## config.mk

```make
export PLATFORM = sky130hd
export DESIGN_NAME = bus_arbiter
export DESIGN_NICKNAME = d
export VERILOG_FILES = /design/src/rtl/bus_arbiter.sv
export SDC_FILE = /design/constraint.sdc
export NUM_CORES = 1
export LEC_CHECK = 0
export ABC_AREA = 0
export BUFFER_PORTS_ARGS = -buffer_cell sky130_fd_sc_hd__buf_2
export CAP_MARGIN = 20
export CORE_AREA = 5 5 119 121
export DETAILED_ROUTE_END_ITERATION = 6
export DIE_AREA = 0 0 124 126
export MAX_ROUTING_LAYER = met4
export PLACE_DENSITY = 0.57
export SYNTH_ARGS = -nofsm -noshare
export SYNTH_HDL_FRONTEND = slang
export SYNTH_SLANG_ARGS = --single-unit
```

## constraint.sdc

```tcl
create_clock -name clk -period 2.3 [get_ports clk]
set_input_delay 0.46 -clock clk [delete_from_list [all_inputs] [get_ports clk]]
set_output_delay 0.46 -clock clk [all_outputs]
set_load 0.02 [all_outputs]
```

## src/rtl/bus_arbiter.sv

```systemverilog
// Two-master / one-slave round-robin arbiter for the Wishbone-style CPU bus.
// Optional slave-ack watchdog enabled by defining ARB_TIMEOUT_EN.
module bus_arbiter #(
  parameter int TIMEOUT = 255,
  parameter int TO_W    = 8
) (
  input  logic        clk,
  input  logic        rst_i,
  input  logic        m0_stb_i,
  input  logic        m0_we_i,
  input  logic [31:0] m0_adr_i,
  input  logic [31:0] m0_dat_i,
  input  logic [3:0]  m0_sel_i,
  output logic        m0_ack_o,
  output logic [31:0] m0_dat_o,
  input  logic        m1_stb_i,
  input  logic        m1_we_i,
  input  logic [31:0] m1_adr_i,
  input  logic [31:0] m1_dat_i,
  input  logic [3:0]  m1_sel_i,
  output logic        m1_ack_o,
  output logic [31:0] m1_dat_o,
  output logic        s_stb_o,
  output logic        s_we_o,
  output logic [31:0] s_adr_o,
  output logic [31:0] s_dat_o,
  output logic [3:0]  s_sel_o,
  input  logic [31:0] s_dat_i,
  input  logic        s_ack_i,
  output logic [1:0]  gnt_o,
  output logic        err_o
);

  if ((2 ** TO_W) <= TIMEOUT) begin : g_bad_to_w
    $error("TO_W too narrow for TIMEOUT");
  end

  typedef enum logic [1:0] {IDLE, GNT0, GNT1, RELEASE} state_t;

  state_t state, state_nx;
  // last = index of the most recent grant; it also names the owner while busy
  logic   last, last_nx;
  logic   owned, busy, own_stb, to_hit;

  assign owned   = (state == GNT0) || (state == GNT1);
  assign busy    = (state != IDLE);
  assign own_stb = last ? m1_stb_i : m0_stb_i;

`ifdef ARB_TIMEOUT_EN
  logic [TO_W-1:0] wd;

  assign to_hit = owned && (wd == TO_W'(TIMEOUT));

  // Counts only while strobing the slave without an ack; any grant change clears it.
  always_ff @(posedge clk) begin
    if (!rst_i)
      wd <= '0;
    else if (owned && (state_nx == state) && !s_ack_i)
      wd <= wd + 1'b1;
    else
      wd <= '0;
  end
`else
  assign to_hit = 1'b0;
`endif

  always_ff @(posedge clk) begin
    if (!rst_i) begin
      state <= IDLE;
      last  <= 1'b1;
    end else begin
      state <= state_nx;
      last  <= last_nx;
    end
  end

  always_comb begin
    state_nx = state;
    last_nx  = last;
    case (state)
      IDLE: begin
        if (m0_stb_i && m1_stb_i) last_nx = ~last;
        else if (m0_stb_i)        last_nx = 1'b0;
        else if (m1_stb_i)        last_nx = 1'b1;
        if (m0_stb_i || m1_stb_i) state_nx = last_nx ? GNT1 : GNT0;
      end
      GNT0, GNT1: begin
        if (to_hit)        state_nx = RELEASE;
        else if (!own_stb) state_nx = s_ack_i ? RELEASE : IDLE;
      end
      RELEASE: begin
        if (!s_ack_i) state_nx = IDLE;
      end
      default: state_nx = IDLE;
    endcase
  end

  logic        ack_fwd;
  logic [31:0] dat_fwd;

  assign ack_fwd = s_ack_i || to_hit;
  assign dat_fwd = to_hit ? 32'hDEAD_BEEF : s_dat_i;

  always_comb begin
    gnt_o    = 2'b00;
    s_stb_o  = 1'b0;
    s_we_o   = 1'b0;
    s_adr_o  = 32'h0;
    s_dat_o  = 32'h0;
    s_sel_o  = 4'h0;
    m0_ack_o = 1'b0;
    m0_dat_o = 32'h0;
    m1_ack_o = 1'b0;
    m1_dat_o = 32'h0;
    err_o    = to_hit;
    if (busy) begin
      gnt_o   = last ? 2'b10 : 2'b01;
      // RELEASE keeps the owner's qualifiers on the bus but never strobes
      s_stb_o = owned && !to_hit;
      s_we_o  = last ? m1_we_i  : m0_we_i;
      s_adr_o = last ? m1_adr_i : m0_adr_i;
      s_dat_o = last ? m1_dat_i : m0_dat_i;
      s_sel_o = last ? m1_sel_i : m0_sel_i;
      if (last) begin
        m1_ack_o = ack_fwd;
        m1_dat_o = dat_fwd;
      end else begin
        m0_ack_o = ack_fwd;
        m0_dat_o = dat_fwd;
      end
    end
  end

endmodule

```

==> impl_metrics.csv, run 1 <==
group,metric,value,unit
sta,fin_crit,2.10,ns
clock_tree,cts_sinks,3,
synthesis,synthCells,259,
clock_tree,cts_tree,"built",
sta,fmax,476,MHz
sta,finalCritPeriodShare,91.3,%
layout,layout_commonest_cell,"buf_2",
synthesis,ys_ff_latch,3,
route,drcViolationCount,0,
sta,hold_viol,0,
route,met2_length,4820,µm
clock_tree,cts_hold_buf,0,
power,pwr_density_cell,1240,mW/mm²
sta,rsz0062_at_grt,"no",
layout,fin_util,27.5,%
synthesis,synth.distinct_cells,21,
layout,antenna_cells,0,
global_routing,antenna_found_initial,0,
critical_path,crit_arrival,1.64,ns
die,start_util,13.1,%
sta,setup-tns-final,0,ns
sta,slew_headroom,65.5,%
critical_path,worstPathRequired,1.84,ns
hold_path,hp-class,"in2reg",
sta,final-setup-viol-count,0,
global_routing,grt_usage,11.0,%
synthesis,syn_nets,437,
hold_path,min_path_cells,2,
die,core-area,0.0130,mm²
synthesis,ys_seq_area_share,3.52,%
synthesis,avgSynthCellArea,6.59,µm²
sta,clock_skew,0.00302,ns
sta,worst-slew-pin-transition,0.518,ns
critical_path,path_class,"reg2out",
synthesis,ys.flop_type,"dfxtp_1",
layout,area_growth,109,%
clock_tree,clockBufferDepth,2,
route,vias,2789,
clock_tree,h-tree-depth,1,
route,drt_iter0_drc,49,
die,dieArea,0.0156,mm²
route,avgRoutedWirePerCell,12.9,µm
global_routing,grt_max_degree,54,
power,p_total,4.42,mW
clock_tree,root_buffer,"clkbuf_16",
route,wl,9560,µm
critical_path,crit_path_start_kind,"flip-flop",
synthesis,synth_area,0.00171,mm²
die,pin_count,314,
placement,placed_area,0.00349,mm²
placement,place.port_buffers,312,
placement,gp_congestion,0.866,
layout,drive_gt1_share,58.7,%
clock_tree,cts_buffers,3,
route,wl_met1,3650,µm
route,ant_nets,0,
power,leakage,2.53,nW
global_routing,grt_overflow,0,
critical_path,end_kind,"output pin",
flow_run,drv_cap,0,
route,avgViaCountPerCell,3.77,
clock_tree,path_clk_slew,0.03,ns
route,maxUsedRoutingLayer,"met4",
sta,drv_slew,0,
layout,layout.nets,743,
global_routing,grt_pass1_vias,2694,
die,die_x,124,µm
clock_tree,cts_setup_buffers,0,
status,status,"finished clean",
synthesis,yosysWarnings,0,
critical_path,r2r_cells,6,
die,rows,42,
synthesis,synth_enable_flop_cells,0,
critical_path,path_max_fanout,53,
placement,hpwl,8540,µm
clock_tree,insertion_delay,0.22,ns
global_routing,grt_pass1_wl,13500,µm
clock_tree,ctsResizeCount,0,
die,die_h,126,µm
route,met3_length,1010,µm
layout,design_area,0.00357,mm²
layout,layout_common_cells,"buf_2 (312), mux2i_1 (70), nor2_1 (70)",
synthesis,async_reset_ff_share,0,%
route,drt_pass1_iterations,4,
power,ir_drop,554,µV
==> critical path, stage by stage (launching register included) <==
cell and delay (ns):
dfxtp_1 0.31, inv_1 0.08, ha_2 0.22, buf_4 0.45, nor2_1 0.14, buf_2 0.19
==> synth_stat cells, drive strengths merged (3+ instances only) <==
| master | number | area [µm²] |
|---|---|---|
| buf | 13 | 66.3 |
| nor2 | 71 | 269 |
| clkbuf | 10 | 37.5 |
| nand2 | 4 | 15.0 |
| dfxtp | 3 | 60.1 |
| mux2i | 70 | 701 |
| and2 | 66 | 413 |
| inv | 5 | 18.8 |
| ha | 3 | 37.5 |
==> worst paths after layout <==
kind                                       startpoint               endpoint  slack [ns]
worst min register to register  state[1]$_SDFFE_PN0P_  state[1]$_SDFFE_PN0P_        0.58
worst max register to register  state[0]$_SDFFE_PN0P_  state[0]$_SDFFE_PN0P_        0.51
worst min-delay path                            rst_i      last$_SDFFE_PN1N_        0.44
worst max-delay path            state[0]$_SDFFE_PN0P_            s_adr_o[27]        0.20
==> registers in the layout, indices dropped and copies added, names as in the netlist <==
register	flops
last	1
state	2
==> power by group <==
part	internal [mW]	leakage (nW)	switching, mW
Clock	0.229	0.0382	0.0471
Sequential	0.0803	0.0249	0.0632
Combinational	1.43	2.46	2.57
==> metal layers <==
| metal | global-route usage (%) | vias to the layer above |
|---|---|---|
| met1 | 12.3 | 1164 |
| met4 | 2.32 | 0 |
| met3 | 1.84 | 6 |
| met2 | 20.1 | 175 |
| li1 | - | 1444 |
| met5 | - | - |
==> cell type report <==
type	count	area, µm²
sequential	3	63.8
timing repair buffer	324	1660
tap	176	220
inverter	5	18.8
fill	1504	9410
multi-input combinational	228	1530
clock buffer	4	78.8
==> metrics by stage <==
stage	hold slack, ns	instances	setup slack, ns
after global routing	0.464	740	0.0893
after CTS	0.443	740	0.148
after floorplan	0.530	259	0.300
after global placement	0.572	736	0.419
after detailed placement	0.571	736	0.413
final	0.439	740	0.200
==> logic make-up (layout without fill, tap and decap cells) <==
kind of cell / count (synthesis) / in the layout / share of synthesized area, %
AO/OA/AOI/OAI: 7 / 7 / 2.49
adder cells (fa/ha/maj): 3 / 3 / 2.20
buffers and inverters: 28 / 333 / 7.18
flip-flops: 3 / 3 / 3.52
multiplexers: 71 / 71 / 41.7
other: 1 / 1 / 0.220
AND/OR/NAND/NOR: 146 / 146 / 42.7
Note: power is estimated with default switching activity, not from simulation.
==> inputs of run 2 (changes only) <==
--- a/config.mk
+++ b/config.mk
@@ -5,10 +5,10 @@
 export SDC_FILE = /design/constraint.sdc
 export NUM_CORES = 1
 export LEC_CHECK = 0
-export ABC_AREA = 0
 export BUFFER_PORTS_ARGS = -buffer_cell sky130_fd_sc_hd__buf_2
 export CAP_MARGIN = 20
 export CORE_AREA = 5 5 119 121
+export CTS_BUF_LIST = sky130_fd_sc_hd__clkbuf_16
 export DETAILED_ROUTE_END_ITERATION = 6
 export DIE_AREA = 0 0 124 126
 export MAX_ROUTING_LAYER = met4
==> run 2 against run 1 <==
Net effect:
- clock power is 1% lower
- via count stayed put
- sequential cell count stayed put
- global-route usage stayed put
- clock skew hardly changed
- total power hardly changed
- wire length stayed put
- sequential power hardly changed
- combinational power hardly changed
- maximum frequency hardly changed
- largest cell class unchanged
- highest routed layer unchanged
==> impl_metrics.csv, run 2 (same netlist as run 1, synthesis figures left out) <==
group,metric,value,unit
global_routing,grt_max_degree,54,
power,ir_drop,554,µV
clock_tree,cts_hold_buf,0,
hold_path,hp-class,"in2reg",
route,vias,2789,
placement,place_ws,0.413,ns
clock_tree,clockBufferDepth,2,
route,wl,9560,µm
hold_path,min_from,"rst_i",
clock_tree,cts_setup_buffers,0,
placement,place.port_buffers,312,
global_routing,grt_pass1_wl,13500,µm
layout,antenna_cells,0,
layout,regMostFlops,"state",
sta,clock_skew,0.00273,ns
clock_tree,cts_buffers,3,
sta,rsz0062_at_grt,"no",
layout,drive_gt1_share,58.7,%
placement,placed_area,0.00349,mm²
route,avgViaCountPerCell,3.77,
sta,finalCritPeriodShare,91.3,%
sta,worst-slew-pin-transition,0.518,ns
clock_tree,cts_tree,"built",
hold_path,min_path_cells,2,
critical_path,r2r_cells,6,
power,leakage,2.53,nW
flow_run,drv_cap,0,
power,p_clk_share,6.2,%
placement,hpwl,8540,µm
clock_tree,path_clk_slew,0.03,ns
route,drt_iter0_drc,49,
power,internal_power,1.73,mW
critical_path,crit_path_start_kind,"flip-flop",
sta,slew_headroom,65.5,%
global_routing,grt_usage,11.0,%
power,p_seq_share,3.3,%
power,p_total,4.41,mW
clock_tree,cts_sinks,3,
critical_path,r2r-end,"state[0]$_SDFFE_PN0P_",
clock_tree,root_buffer,"clkbuf_16",
placement,gp_congestion,0.866,
power,p_sw_share,60.7,%
layout,area_growth,109,%
die,start_util,13.1,%
route,avgRoutedWirePerCell,12.9,µm
sta,fmax,476,MHz
sta,fin_ws,0.200,ns
critical_path,reg2reg_from,"state[0]$_SDFFE_PN0P_",
route,ant_nets,0,
layout,fillers,1504,
layout,design_area,0.00357,mm²
sta,hold_slack,0.439,ns
global_routing,grt_pass1_vias,2694,
route,drt_pass1_iterations,4,
clock_tree,h-tree-depth,1,
clock_tree,ctsResizeCount,0,
critical_path,r2r_setup_slack,0.51,ns
sta,setup-tns-final,0,ns
clock_tree,insertion_delay,0.22,ns
power,power_frac_comb,90.6,%
status,status,"finished clean",
layout,reg_top3,"state: 2 flops, last: 1 flops",
die,die_x,124,µm
hold_path,min_to,"last$_SDFFE_PN1N_",
critical_path,path_class,"reg2out",
sta,hold_viol,0,
global_routing,antenna_found_initial,0,
layout,largest_register_ffs,2,
critical_path,end_kind,"output pin",
critical_path,path_max_fanout,53,
sta,final-setup-viol-count,0,
layout,layout_commonest_cell,"buf_2",
sta,drv_slew,0,
die,dieArea,0.0156,mm²
die,core-area,0.0130,mm²
route,drcViolationCount,0,
critical_path,worstPathRequired,1.84,ns
die,die_h,126,µm
die,pin_count,314,
layout,layout_common_cells,"buf_2 (312), mux2i_1 (70), nor2_1 (70)",
sta,fin_crit,2.10,ns
global_routing,grt_overflow,0,
power,p_sw,2.68,mW
layout,layout.nets,743,
die,rows,42,
power,pwr_density_cell,1240,mW/mm²
critical_path,crit_arrival,1.64,ns
run 2: routing by layer:
layer,part of all wire [%],track usage (%),up-vias
li1,-,-,1444
met3,11,1.84,6
met2,50,20.1,175
met4,0.86,2.32,0
met1,38,12.3,1164
met5,0,-,-
run 2: per-stage QoR:
step	cells	util, %
after floorplan	259	-
after global placement	736	26.9
after detailed placement	736	26.9
after CTS	740	27.5
after global routing	740	27.5
final	740	27.5
run 2: critical path, cell delays in order, from the launching register on:
cell and delay, ns:
dfxtp_1 0.31, inv_1 0.08, ha_2 0.22, buf_4 0.45, nor2_1 0.14, buf_2 0.19
run 2: cell type report:
type                    instances  area [µm²]  area share, %
well taps                     176         220           6.16
clock buffers                   3        75.1           2.10
multi-input cells             228        1530           42.7
clock inverters                 1        3.75          0.105
flip-flops and latches          3        63.8           1.79
repair buffers                324        1660           46.6
inverters                       5        18.8          0.525
run 2: worst max path at each step:
stage,startpoint,to,slack [ns],depth (start not counted)
detailed placement,state[0]$_SDFFE_PN0P_,s_adr_o[27],0.41,5
floorplan,state[0]$_SDFFE_PN0P_,m0_dat_o[22],0.30,6
finish,state[0]$_SDFFE_PN0P_,s_adr_o[27],0.20,5
CTS,state[0]$_SDFFE_PN0P_,s_adr_o[27],0.15,5
global route,state[1]$_SDFFE_PN0P_,s_adr_o[27],0.09,5
global placement,state[0]$_SDFFE_PN0P_,s_adr_o[27],0.42,5
run 2: power by group through the flow:
stage                     registers [mW]  clock network, mW  logic [mW]
after global routing               0.150              0.281        4.31
after floorplan                   0.0918                  0        2.68
after detailed placement           0.149                  0        4.07
after global placement             0.146                  0        4.06
final                              0.143              0.272        4.00
after CTS                          0.147              0.276        4.09
==> inputs of run 3 (changes only) <==
--- a/config.mk
+++ b/config.mk
@@ -13,6 +13,7 @@
 export DIE_AREA = 0 0 124 126
 export MAX_ROUTING_LAYER = met4
 export PLACE_DENSITY = 0.57
+export SETUP_SLACK_MARGIN = 0.4
 export SYNTH_ARGS = -nofsm -noshare
 export SYNTH_HDL_FRONTEND = slang
 export SYNTH_SLANG_ARGS = --single-unit
==> run 3 against run 2 <==
Net effect:
- sequential cell count did not move
- clock skew grew 0.00094 ns
- first-iteration DRC count rose by 14%
- global-route usage up 0.36 points
- sequential power fell by 11%
- wire length grew 4.1%
- sequential share of layout area is 0.10 points lower
- clock power increased by 1%
- design area increased by 10%
- register-to-register slack gained 0.23 ns
- core utilization grew 2.8 points
- total power is 18% higher
- critical path type unchanged
- largest cell class unchanged
==> impl_metrics.csv, run 3 (same netlist as run 1, synthesis figures left out) <==
group,metric,value,unit
status,status,"finished clean",
layout,largest_register_ffs,2,
critical_path,end_kind,"output pin",
sta,rsz0062_at_grt,"yes",
critical_path,timing.critical_path.slowest_stage_cell,"dfxtp_2",
route,wl,9950,µm
route,vias,2890,
route,drt_pass1_iterations,4,
sta,fmax,516,MHz
die,rows,42,
sta,hold_viol,0,
clock_tree,cts_buffers,3,
route,drcViolationCount,0,
critical_path,r2r_cells,6,
route,avgViaCountPerCell,3.86,
critical_path,path_max_fanout,4,
global_routing,grt_pass1_wl,13800,µm
clock_tree,cts_sinks,3,
route,met3_length,1020,µm
critical_path,worstPathRequired,1.84,ns
layout,antenna_cells,0,
power,leakage,2.66,nW
layout,layout_common_cells,"buf_2 (295), nor2_1 (69), mux2i_1 (68)",
route,avgRoutedWirePerCell,13.3,µm
global_routing,antenna_found_initial,0,
layout,layout_commonest_cell,"buf_2",
critical_path,path_class,"reg2out",
sta,fin_ws,0.362,ns
hold_path,min_to,"last$_SDFFE_PN1N_",
critical_path,crit_arrival,1.48,ns
die,dieArea,0.0156,mm²
layout,regMostFlops,"state",
sta,setup-tns-final,0,ns
critical_path,max_stage_delay,0.34,ns
layout,drive_gt1_share,63.7,%
hold_path,min_from,"rst_i",
route,met2_length,5280,µm
die,die_x,124,µm
layout,multi_input_area,0.00160,mm²
route,wl_met1,3500,µm
clock_tree,root_buffer,"clkbuf_16",
critical_path,r2r-end,"state[0]$_SDFFE_PN0P_",
hold_path,hp-class,"in2reg",
sta,final-setup-viol-count,0,
critical_path,worstPathCellList,"inv_2 -> ha_4 -> nor2b_4 -> buf_6 -> clkbuf_16 -> and2_4 -> buf_6",
critical_path,reg2reg_from,"state[1]$_SDFFE_PN0P_",
die,start_util,13.1,%
clock_tree,insertion_delay,0.23,ns
die,core-area,0.0130,mm²
placement,place.port_buffers,312,
die,die_h,126,µm
layout,fillers,1448,
sta,finalCritPeriodShare,84.3,%
hold_path,min_path_cells,2,
global_routing,grt_overflow,0,
clock_tree,h-tree-depth,1,
layout,seq_area,66.3,µm²
layout,layout.nets,752,
clock_tree,cts_tree,"built",
placement,place_ws,0.478,ns
placement,hpwl,8240,µm
sta,clock_skew,0.00366,ns
route,maxUsedRoutingLayer,"met4",
global_routing,grt_usage,11.3,%
layout,area_growth,130,%
die,pin_count,314,
critical_path,crit_path_start_kind,"flip-flop",
route,drt_iter0_drc,56,
sta,fin_crit,1.94,ns
flow_run,drv_cap,0,
clock_tree,clockBufferDepth,2,
clock_tree,cts_hold_buf,0,
clock_tree,path_clk_slew,0.03,ns
critical_path,r2r_setup_slack,0.74,ns
layout,reg_top3,"state: 2 flops, last: 1 flops",
global_routing,grt_max_degree,51,
power,ir_drop,567,µV
placement,gp_congestion,0.876,
route,ant_nets,0,
sta,drv_slew,0,
power,pwr_density_cell,1320,mW/mm²
global_routing,grt_pass1_vias,2834,
critical_path,cpMostUsedCell,"buf_6",
## run 3: worst max-delay path: cells and delay by family, from the launching register on
family / cells / cell delay (ns)
buffers and inverters: 4 / 0.42
adders and majority gates: 1 / 0.18
DFF: 1 / 0.34
and+or+nand+nor: 2 / 0.30
## run 3: final cells by class
| type | count | area share (%) |
|---|---|---|
| sequential | 3 | 1.69 |
| clock buffer | 3 | 1.91 |
| timing repair buffer | 333 | 49.5 |
| inverter | 5 | 0.477 |
| clock inverter | 1 | 0.0955 |
| multi-input combinational | 228 | 40.7 |
| tap | 176 | 5.60 |
## run 3: worst max-delay path by stage
stage                                from               endpoint  cells past startpoint
floorplan           state[0]$_SDFFE_PN0P_           m0_dat_o[22]                      6
global placement    state[0]$_SDFFE_PN0P_  state[1]$_SDFFE_PN0P_                      6
detailed placement  state[0]$_SDFFE_PN0P_            s_dat_o[15]                      5
CTS                 state[1]$_SDFFE_PN0P_            m1_dat_o[4]                      7
global route        state[1]$_SDFFE_PN0P_           m1_dat_o[16]                      6
finish              state[1]$_SDFFE_PN0P_           m1_dat_o[12]                      7
## run 3: through the flow
step                instances  utilization [%]  hold WS, ns  instance area (µm²)  power (mW)
floorplan                 259                -        0.530                 1710        2.78
global placement          733             26.8        0.573                 3480        4.18
detailed placement        733             26.8        0.563                 3480        4.18
CTS                       746             29.6        0.430                 3840        5.10
global route              749             30.3        0.437                 3930        5.55
finish                    749             30.3        0.431                 3930        5.19
## run 3: timing repair
item	CTS	global route
pin swaps	10	4
endpoints found under the hold margin	0	0
cloned	2	2
endpoints found under the setup margin	128	68
resized for setup	63	12
setup buffers	7	1
## run 3: metal layers
metal | GRT usage (%) | vias up
li1 | - | 1468
met1 | 11.6 | 1229
met2 | 21.7 | 176
met3 | 2.42 | 17
met4 | 2.32 | 0
met5 | - | -
## run 3: report_power, final
group	internal, mW	leakage [nW]	switching (mW)
registers	0.0847	0.0256	0.0427
clock network	0.224	0.0423	0.0511
logic	2.02	2.59	2.77
